--- config.mk ---
export PLATFORM = sky130hd
export DESIGN_NAME = mxv_result_collector_flat
export DESIGN_NICKNAME = d
export VERILOG_FILES = /design/src/rtl/mxv_collect_if.sv /design/src/rtl/mxv_result_collector.sv /design/src/flat_wrapper.sv
export SDC_FILE = /design/constraint.sdc
export NUM_CORES = 1
export LEC_CHECK = 0
export ABC_AREA = 1
export CORE_ASPECT_RATIO = 2
export CORE_MARGIN = 5
export CORE_UTILIZATION = 47
export DETAILED_ROUTE_END_ITERATION = 6
export GPL_TIMING_DRIVEN = 0
export PLACE_DENSITY = 0.87
export SETUP_SLACK_MARGIN = 0.5
export SLEW_MARGIN = 20
export SYNTH_ARGS = -nofsm -noshare
export SYNTH_HDL_FRONTEND = slang
export SYNTH_SLANG_ARGS = --single-unit
--- constraint.sdc ---
create_clock -name clk -period 3.7 [get_ports clk]
set_input_delay 0.74 -clock clk [delete_from_list [all_inputs] [get_ports clk]]
set_output_delay 0.74 -clock clk [all_outputs]
set_load 0.01 [all_outputs]
--- src/rtl/mxv_collect_if.sv ---
// Bus bundle between the MxV result collector, its four lane FIFOs and the downstream consumer.
// The master modport is the collector side; the slave modport is the FIFO/consumer side.
interface mxv_collect_if #(
   parameter int unsigned DATA_WIDTH = 16
);
   logic                  start;
   logic [7:0]            matrixSize;
   logic                  empty1;
   logic                  empty2;
   logic                  empty3;
   logic                  empty4;
   logic [DATA_WIDTH-1:0] data1;
   logic [DATA_WIDTH-1:0] data2;
   logic [DATA_WIDTH-1:0] data3;
   logic [DATA_WIDTH-1:0] data4;
   logic                  pop1;
   logic                  pop2;
   logic                  pop3;
   logic                  pop4;
   logic [DATA_WIDTH-1:0] out_data;
   logic [7:0]            out_index;
   logic                  out_valid;
   logic                  out_ready;
   logic                  busy;
   logic                  done;
   logic                  error;

   modport master (
      input  start, matrixSize,
      input  empty1, empty2, empty3, empty4,
      input  data1, data2, data3, data4,
      input  out_ready,
      output pop1, pop2, pop3, pop4,
      output out_data, out_index, out_valid,
      output busy, done, error
   );

   modport slave (
      output start, matrixSize,
      output empty1, empty2, empty3, empty4,
      output data1, data2, data3, data4,
      output out_ready,
      input  pop1, pop2, pop3, pop4,
      input  out_data, out_index, out_valid,
      input  busy, done, error
   );
endinterface

--- src/rtl/mxv_result_collector.sv ---
// Drains the four MxV lane FIFOs in order 4,3,2,1,... and serialises the elements onto a valid/ready stream.
// Optional stall timeout with sticky error is built when MXV_COLLECT_TIMEOUT_EN is defined.
module mxv_result_collector #(
   parameter int unsigned DATA_WIDTH     = 16,
   parameter int unsigned MAX_SIZE       = 8,
   parameter int unsigned TIMEOUT_CYCLES = 16
) (
   input  logic          clk,
   input  logic          reset,
   mxv_collect_if.master bus
);

   if (MAX_SIZE == 0 || MAX_SIZE > 255 || TIMEOUT_CYCLES == 0) begin : g_param_check
      $error("mxv_result_collector: MAX_SIZE must be 1..255 and TIMEOUT_CYCLES must be nonzero");
   end

   typedef enum logic [2:0] {
      S_IDLE,
      S_POP,
      S_CAPTURE,
      S_PRESENT,
      S_DONE
   } state_t;

   state_t                r_state;
   state_t                w_next;
   logic [7:0]            r_size;
   logic [7:0]            r_idx;
   logic [DATA_WIDTH-1:0] r_out_data;
   logic [7:0]            r_out_index;
   logic                  r_out_valid;
   logic                  r_busy;
   logic                  r_done;
   logic [3:0]            w_pop;
   logic                  w_lane_empty;
   logic [DATA_WIDTH-1:0] w_lane_data;
   logic [7:0]            w_size_clamped;
   logic                  w_timeout;
   logic                  w_accept;
   logic                  w_last;

   assign w_size_clamped = (bus.matrixSize > 8'(MAX_SIZE)) ? 8'(MAX_SIZE) : bus.matrixSize;
   assign w_accept       = r_out_valid && bus.out_ready;
   assign w_last         = (r_idx == r_size - 8'd1);

   // Lane select: idx mod 4 of 0,1,2,3 maps to lanes 4,3,2,1
   always_comb begin
      w_lane_empty = bus.empty4;
      w_lane_data  = bus.data4;
      case (r_idx[1:0])
         2'd0: begin w_lane_empty = bus.empty4; w_lane_data = bus.data4; end
         2'd1: begin w_lane_empty = bus.empty3; w_lane_data = bus.data3; end
         2'd2: begin w_lane_empty = bus.empty2; w_lane_data = bus.data2; end
         default: begin w_lane_empty = bus.empty1; w_lane_data = bus.data1; end
      endcase
   end

   always_ff @(posedge clk) begin
      if (!reset) r_state <= S_IDLE;
      else        r_state <= w_next;
   end

   // Next state and the pop strobe, which must fire in the same cycle the empty flag is seen low
   always_comb begin
      w_next = r_state;
      w_pop  = 4'b0000;
      case (r_state)
         S_IDLE: begin
            if (bus.start) w_next = (w_size_clamped == 8'd0) ? S_DONE : S_POP;
         end
         S_POP: begin
            if (!w_lane_empty) begin
               w_pop  = 4'(4'b1000 >> r_idx[1:0]);
               w_next = S_CAPTURE;
            end else if (w_timeout) begin
               w_next = S_DONE;
            end
         end
         S_CAPTURE: w_next = S_PRESENT;
         S_PRESENT: begin
            if (w_accept) w_next = w_last ? S_DONE : S_POP;
         end
         S_DONE:  w_next = S_IDLE;
         default: w_next = S_IDLE;
      endcase
   end

   always_ff @(posedge clk) begin
      if (!reset) begin
         r_size      <= 8'd0;
         r_idx       <= 8'd0;
         r_out_data  <= '0;
         r_out_index <= 8'd0;
         r_out_valid <= 1'b0;
         r_busy      <= 1'b0;
         r_done      <= 1'b0;
      end else begin
         r_done <= (r_state == S_DONE);
         case (r_state)
            S_IDLE: begin
               if (bus.start) begin
                  r_size <= w_size_clamped;
                  r_idx  <= 8'd0;
                  r_busy <= 1'b1;
               end
            end
            S_CAPTURE: begin
               r_out_data  <= w_lane_data;
               r_out_index <= r_idx;
               r_out_valid <= 1'b1;
            end
            S_PRESENT: begin
               if (w_accept) begin
                  r_out_valid <= 1'b0;
                  if (!w_last) r_idx <= r_idx + 8'd1;
               end
            end
            S_DONE:  r_busy <= 1'b0;
            default: ;
         endcase
      end
   end

`ifdef MXV_COLLECT_TIMEOUT_EN
   localparam int unsigned STALL_W = $clog2(TIMEOUT_CYCLES + 1);

   logic [STALL_W-1:0] r_stall;
   logic               r_error;

   // Fires on the TIMEOUT_CYCLES-th consecutive stalled POP cycle
   assign w_timeout = (r_state == S_POP) && w_lane_empty &&
                      (r_stall == STALL_W'(TIMEOUT_CYCLES - 1));

   always_ff @(posedge clk) begin
      if (!reset) begin
         r_stall <= '0;
         r_error <= 1'b0;
      end else begin
         if ((r_state == S_POP) && w_lane_empty) r_stall <= r_stall + 1'b1;
         else                                    r_stall <= '0;
         if (w_timeout) r_error <= 1'b1;
      end
   end

   assign bus.error = r_error;
`else
   assign w_timeout = 1'b0;
   assign bus.error = 1'b0;
`endif

   assign bus.pop1      = w_pop[0];
   assign bus.pop2      = w_pop[1];
   assign bus.pop3      = w_pop[2];
   assign bus.pop4      = w_pop[3];
   assign bus.out_data  = r_out_data;
   assign bus.out_index = r_out_index;
   assign bus.out_valid = r_out_valid;
   assign bus.busy      = r_busy;
   assign bus.done      = r_done;

endmodule

--- src/flat_wrapper.sv ---
// flat-port wrapper written by rule: the top's interface ports become plain ports
module mxv_result_collector_flat 
#(
   parameter int unsigned DATA_WIDTH     = 16,
   parameter int unsigned MAX_SIZE       = 8,
   parameter int unsigned TIMEOUT_CYCLES = 16
)
  (clk, reset, bus_start, bus_matrixSize, bus_empty1, bus_empty2, bus_empty3, bus_empty4, bus_data1, bus_data2, bus_data3, bus_data4, bus_out_ready, bus_pop1, bus_pop2, bus_pop3, bus_pop4, bus_out_data, bus_out_index, bus_out_valid, bus_busy, bus_done, bus_error);
  mxv_collect_if #(.DATA_WIDTH(DATA_WIDTH)) bus_i ();
  input  logic clk;
  input  logic reset;
  input wire logic [$bits(bus_i.start)-1:0] bus_start;
  input wire logic [$bits(bus_i.matrixSize)-1:0] bus_matrixSize;
  input wire logic [$bits(bus_i.empty1)-1:0] bus_empty1;
  input wire logic [$bits(bus_i.empty2)-1:0] bus_empty2;
  input wire logic [$bits(bus_i.empty3)-1:0] bus_empty3;
  input wire logic [$bits(bus_i.empty4)-1:0] bus_empty4;
  input wire logic [$bits(bus_i.data1)-1:0] bus_data1;
  input wire logic [$bits(bus_i.data2)-1:0] bus_data2;
  input wire logic [$bits(bus_i.data3)-1:0] bus_data3;
  input wire logic [$bits(bus_i.data4)-1:0] bus_data4;
  input wire logic [$bits(bus_i.out_ready)-1:0] bus_out_ready;
  output wire logic [$bits(bus_i.pop1)-1:0] bus_pop1;
  output wire logic [$bits(bus_i.pop2)-1:0] bus_pop2;
  output wire logic [$bits(bus_i.pop3)-1:0] bus_pop3;
  output wire logic [$bits(bus_i.pop4)-1:0] bus_pop4;
  output wire logic [$bits(bus_i.out_data)-1:0] bus_out_data;
  output wire logic [$bits(bus_i.out_index)-1:0] bus_out_index;
  output wire logic [$bits(bus_i.out_valid)-1:0] bus_out_valid;
  output wire logic [$bits(bus_i.busy)-1:0] bus_busy;
  output wire logic [$bits(bus_i.done)-1:0] bus_done;
  output wire logic [$bits(bus_i.error)-1:0] bus_error;
  assign bus_i.start = bus_start;
  assign bus_i.matrixSize = bus_matrixSize;
  assign bus_i.empty1 = bus_empty1;
  assign bus_i.empty2 = bus_empty2;
  assign bus_i.empty3 = bus_empty3;
  assign bus_i.empty4 = bus_empty4;
  assign bus_i.data1 = bus_data1;
  assign bus_i.data2 = bus_data2;
  assign bus_i.data3 = bus_data3;
  assign bus_i.data4 = bus_data4;
  assign bus_i.out_ready = bus_out_ready;
  assign bus_pop1 = bus_i.pop1;
  assign bus_pop2 = bus_i.pop2;
  assign bus_pop3 = bus_i.pop3;
  assign bus_pop4 = bus_i.pop4;
  assign bus_out_data = bus_i.out_data;
  assign bus_out_index = bus_i.out_index;
  assign bus_out_valid = bus_i.out_valid;
  assign bus_busy = bus_i.busy;
  assign bus_done = bus_i.done;
  assign bus_error = bus_i.error;
  mxv_result_collector #(.DATA_WIDTH(DATA_WIDTH), .MAX_SIZE(MAX_SIZE), .TIMEOUT_CYCLES(TIMEOUT_CYCLES)) u_core (.clk(clk), .reset(reset), .bus(bus_i));
endmodule
Word-level counts from Yosys, hierarchy flattened --
Index checks and enable logic that the tools add are counted.
Operators by class: add/sub/neg operators 2, magnitude comparators 1, equal/unequal tests 11, shift-type cells 1, muxes and demuxes 19, reduce and logical (&&, ||, !) cells 12
Operators with widths (number):
- 16-bit one-hot mux with 3 select lines | 1
- 8-bit two-way mux | 4
- 8-bit one-hot mux with 2 select lines | 1
- 3-bit two-way mux | 5
- 3-bit one-hot mux with 4 select lines | 1
- 8-bit by 1-bit adder with 8-bit output (second input constant) | 1
- 8-bit equality test | 1
- 8-bit by 4-bit > comparator with 1-bit output (second input constant) | 1
- 8-bit logical NOT | 1
- 4-bit two-way mux | 2
- 8-bit by 1-bit subtractor with 8-bit output (second input constant) | 1
- 3-bit by 2-bit equality test with 1-bit output (second input constant) | 2
- 2-bit != test (second input constant) | 3
- 2-bit AND reduction | 3
- 2-bit nonzero test | 3
- 1-bit one-hot mux with 2 select lines | 2
- 4-bit AND reduction | 1
- 4-bit by 2-bit right shift with 4-bit output (first input constant) | 1
- 3-bit by 1-bit equality test with 1-bit output (second input constant) | 1
- 3-bit equality test (second input constant) | 1
- 3-bit logical NOT | 1
- 1-bit one-hot mux with 3 select lines | 1
- 3-bit AND reduction | 1
- 2-bit by 1-bit equality test with 1-bit output (second input constant) | 1
- other kinds (5) | 6
Storage, ports and cells: bits in registers 46, bits of input ports 80, output and inout port bits 32, logic and storage cells 54

Logic depth before layout (Yosys ltp) --
word-level depth 6, depth in mapped cells 17, gate-level depth less buffers 17

Worst setup path after synthesis --
No wires, ideal clock.
kind register -> output, start point register u_core.r_idx[0], end point output bus_pop2, arrival time 1.366 ns, data required time 2.960 ns, slack 1.594 ns, stages on the path, launching flop included 7, buffers on the path 2, cell sequence dfxtp_1 -> inv_2 -> ha_1 -> clkbuf_1 -> clkbuf_1 -> nand2_1 -> nor2_1
On the way: longest elaborated chain between the ends 4, elaborated cells between the ends (all ways) 7, those cells by class eq/ne: 2; shift: 1; mux: 3; reduce/logical: 1
RTL lines:
- from (decl) | RTL line mxv_result_collector.sv:28 | logic [7:0] r_idx;
- from (signal assigned) | RTL line mxv_result_collector.sv:115 | if (!w_last) r_idx <= r_idx + 8'd1;
- 2-bit equality test, or another cell as far along | RTL line mxv_result_collector.sv:50 | case (r_idx[1:0])
- 1-bit one-hot mux with 3 select lines | RTL line mxv_result_collector.sv:50
- 4-bit two-way mux * | RTL line mxv_result_collector.sv:72 | if (!w_lane_empty) begin
- 4-bit two-way mux * | RTL line mxv_result_collector.sv:67 | case (r_state)
- to (decl) | RTL line flat_wrapper.sv:24 | output wire logic [$bits(bus_i.pop2)-1:0] bus_pop2;
Mark *: on every way between the ends. The rest lies on a longest branch, timed or not.

Worst setup path after layout --
Same ends and word-level chain as after synthesis.

==> metrics.csv <==
stage,metric,value,unit
outcome,status,"complete, no violations",
detailed_routing,DR pass1 iterations,4,
grt,initial antenna violation count,0,
timing,min Tclk post-route,3.126,ns
critical_path,critical path peak fanout,9,
yosys,Ys Warns,0,
floorplanning,DIE HEIGHT,117.1,um
power_and_ir_drop,internal power,1.202,mW
min_path,HP Start,u_core.bus.busy,
yosys,cell count after synthesis,395,
detailed_routing,routed len/inst,15.99,um
grt,largest net degree at the start of global routing,17,
detailed_routing,Routed Antenna Nets,0,
cells_and_area,area grow syn2layout,49.44,%
critical_path,worst r2r src,u_core.r_size[0],
timing,Final Hold Vio Count,0,
cells_and_area,fillers,479,
timing,Fin Clk Skew,0.005472,ns
yosys,ranking of synthesized cells by area,"dfxtp_1 34%, nand2_1 14%, a21oi_1 9.1%",
timing,Tcrit/Tclk final,84.49,%
floorplanning,Std-Cell Rows,39,
critical_path,Crit. End Element,primary output,
cells_and_area,layout cell share with drive strength beyond 1,11.50,%
floorplanning,core box area,0.005660,mm2
timing,max-slew violations,0,
cells_and_area,number of inserted diodes,0,
timing,Slew headroom,54.35,%
yosys,mapped cell area,0.002698,mm2
cells_and_area,Layout Cells excl Fill,574,
critical_path,CP Launch Type,flip-flop,
grt,total track usage,24.78,%
cells_and_area,nets,597,
place,final RePlAce weighted congestion,0.8281,
detailed_routing,DRC violations left,0,
yosys,sequential area share after synthesis,34.14,%
clocking,Root Driver,clkbuf_16,
clocking,total CTS buffers,5,
clocking,Resized cells post-CTS,6,
clocking,H-tree Lvls,2,
timing,unrepaired setup endpoints after global routing,false,
clocking,cts hold-fix bufs,0,
critical_path,Worst Setup SP,u_core.r_idx[0],
detailed_routing,total routed wirelength,9180,um
cells_and_area,"commonest non-fill, non-tap cells in the layout","110 x clkdlybuf4s50_1, 104 x nand2_1, 49 x a21oi_1",
power_and_ir_drop,Comb pwr share,43.6,%
yosys,Cell variety after synth,34,
timing,f_max,319.9,MHz
floorplanning,Die W,63.57,um
clocking,postcts setup bufs,0,
power_and_ir_drop,sequential share of power,31.9,%
grt,first-pass GRT wire length,14480,um
detailed_routing,Vias/cell,5.444,
power_and_ir_drop,worst vdd ir,496.3,uV
critical_path,Worst Path Required,2.96,ns
clocking,TritonCTS clock tree,done,
critical_path,CP Data Arrival Time,2.39,ns
flow_run,Max-Cap Viols,0,
yosys,Avg Inst Size Synth,6.829,um2
power_and_ir_drop,PwrDens,476.5,mW/mm2
clocking,"Reg clk slew, reported paths",0.07,ns
place,HPWL Detailed,7326,um
timing,total negative slack,0,ns
timing,Hold Slack,0.4849,ns
clocking,total clock sinks,46,
place,Placed Cells,566,
grt,vias in the first global route,3234,
floorplanning,Starting Density,47.66,%
power_and_ir_drop,Clk pwr share,24.4,%
yosys,Synth top area share,34.14,%
power_and_ir_drop,Leakage,1.596,nW
power_and_ir_drop,Net Sw Power,718.9,uW
detailed_routing,total number of vias,3125,
clocking,maximum clock path buffer count,2,
floorplanning,io pins,112,
detailed_routing,initial DRC count,128,
timing,worst-margin pin slew,0.6796,ns
min_path,Worst Hold Class,flip-flop to flip-flop,
floorplanning,die area,0.007447,mm2
critical_path,critical path class,flip-flop to primary output,
cells_and_area,"most common cell after layout, fill and taps aside",clkdlybuf4s50_1,
yosys,Yosys top cell by area,dfxtp_1,
timing,final setup vio count,0,
place,IO Port Bufs,110,
power_and_ir_drop,Sw Share,37.42,%
grt,GRT Residual Overflow,0,
yosys,register bit total from synthesis,46,
clocking,worst-skew pair later-pin latency,0.30,ns
yosys,Mapped Nets,480,
[layout make-up]
type	instances	area (um2)	share of cell area, %
Inverter	31	121.4	3.011
Clock buffer	5	125.1	3.104
Sequential cell	46	920.9	22.84
Tap cell	61	76.32	1.893
Multi-Input combinational cell	296	1563	38.76
Timing Repair Buffer	110	1101	27.31
Buffer	22	100.1	2.483
Clock inverter	3	23.77	0.5897
[worst max-delay path, cell delays in order (launching register included)]
cell	delay (ns)
dfxtp_1	0.47
inv_2	0.11
ha_1	0.21
clkbuf_2	0.20
a21oi_1	0.17
a31oi_1	0.19
nor2_1	0.17
clkdlybuf4s50_1	0.56
[stage by stage]
| stage | cell area, um2 | util [%] | power, mW | setup slack, ns |
|---|---|---|---|---|
| floorplan | 2698 | - | 1.102 | 1.594 |
| global placement | 3875 | 68.46 | 1.425 | 0.6659 |
| detailed placement | 3875 | 68.46 | 1.440 | 0.6576 |
| CTS | 4031 | 71.22 | 1.915 | 0.5845 |
| global route | 4031 | 71.22 | 2.014 | 0.5194 |
| finish | 4031 | 71.22 | 1.921 | 0.5739 |
[sequential cells by signal (all words and copies together), names as in the netlist]
signal                count
u_core.bus.out_data      16
u_core.bus.out_index      8
u_core.r_idx              8
u_core.r_size             8
u_core.r_state            3
u_core.bus.busy           1
u_core.bus.done           1
u_core.bus.out_valid      1
[synth_stat cells, drive strengths merged]
cell type    n
nand3       21
a211oi       1
a21oi       54
ha           5
o21ai       26
a22oi        1
nor3b        1
o22ai        1
nor3         7
a31oi        2
inv         31
nand2      112
conb         1
dfxtp       46
nor4         2
buf          7
nand3b       2
xor2         4
clkbuf      15
a31o        16
or2          1
nor2        34
xnor3        1
xnor2        4
[final timing paths]
| path | end | slack, ns | cells past startpoint |
|---|---|---|---|
| worst max-delay path | bus_pop2 | 0.57 | 7 |
| worst min register to register | u_core.bus.busy | 0.48 | 2 |
| worst max register to register | u_core.r_idx[2] | 1.71 | 16 |
| worst min-delay path | u_core.bus.busy | 0.48 | 2 |
[power by group through the flow]
stage / logic (mW) / clock network [mW] / registers [mW]
after floorplan: 0.465 / 0 / 0.637
after global placement: 0.807 / 0 / 0.618
after detailed placement: 0.818 / 0 / 0.622
after CTS: 0.834 / 0.468 / 0.613
after global routing: 0.905 / 0.489 / 0.619
final: 0.838 / 0.470 / 0.614
[layer usage]
layer | global-route usage [%] | vias to the layer above | share of wire (%)
li1 | - | 1537 | -
met1 | 19.67 | 1426 | 32
met2 | 51.42 | 138 | 58
met3 | 7.068 | 24 | 7.5
met4 | 12.90 | 0 | 3.5
met5 | 0 | - | 0
[cell families (layout without fill, tap and decap cells)]
logic type / count (synthesis) / count (layout) / synth area share (%)
flip-flops: 46 / 46 / 34.14
XOR/XNOR: 9 / 9 / 3.432
adder cells (fa/ha/maj): 5 / 5 / 2.319
other: 1 / 1 / 0.1390
buffers and inverters: 53 / 171 / 7.931
AO/OA/AOI/OAI: 101 / 101 / 21.99
AND/OR/NAND/NOR: 180 / 180 / 30.06
Power figures use the tool's default switching activity.
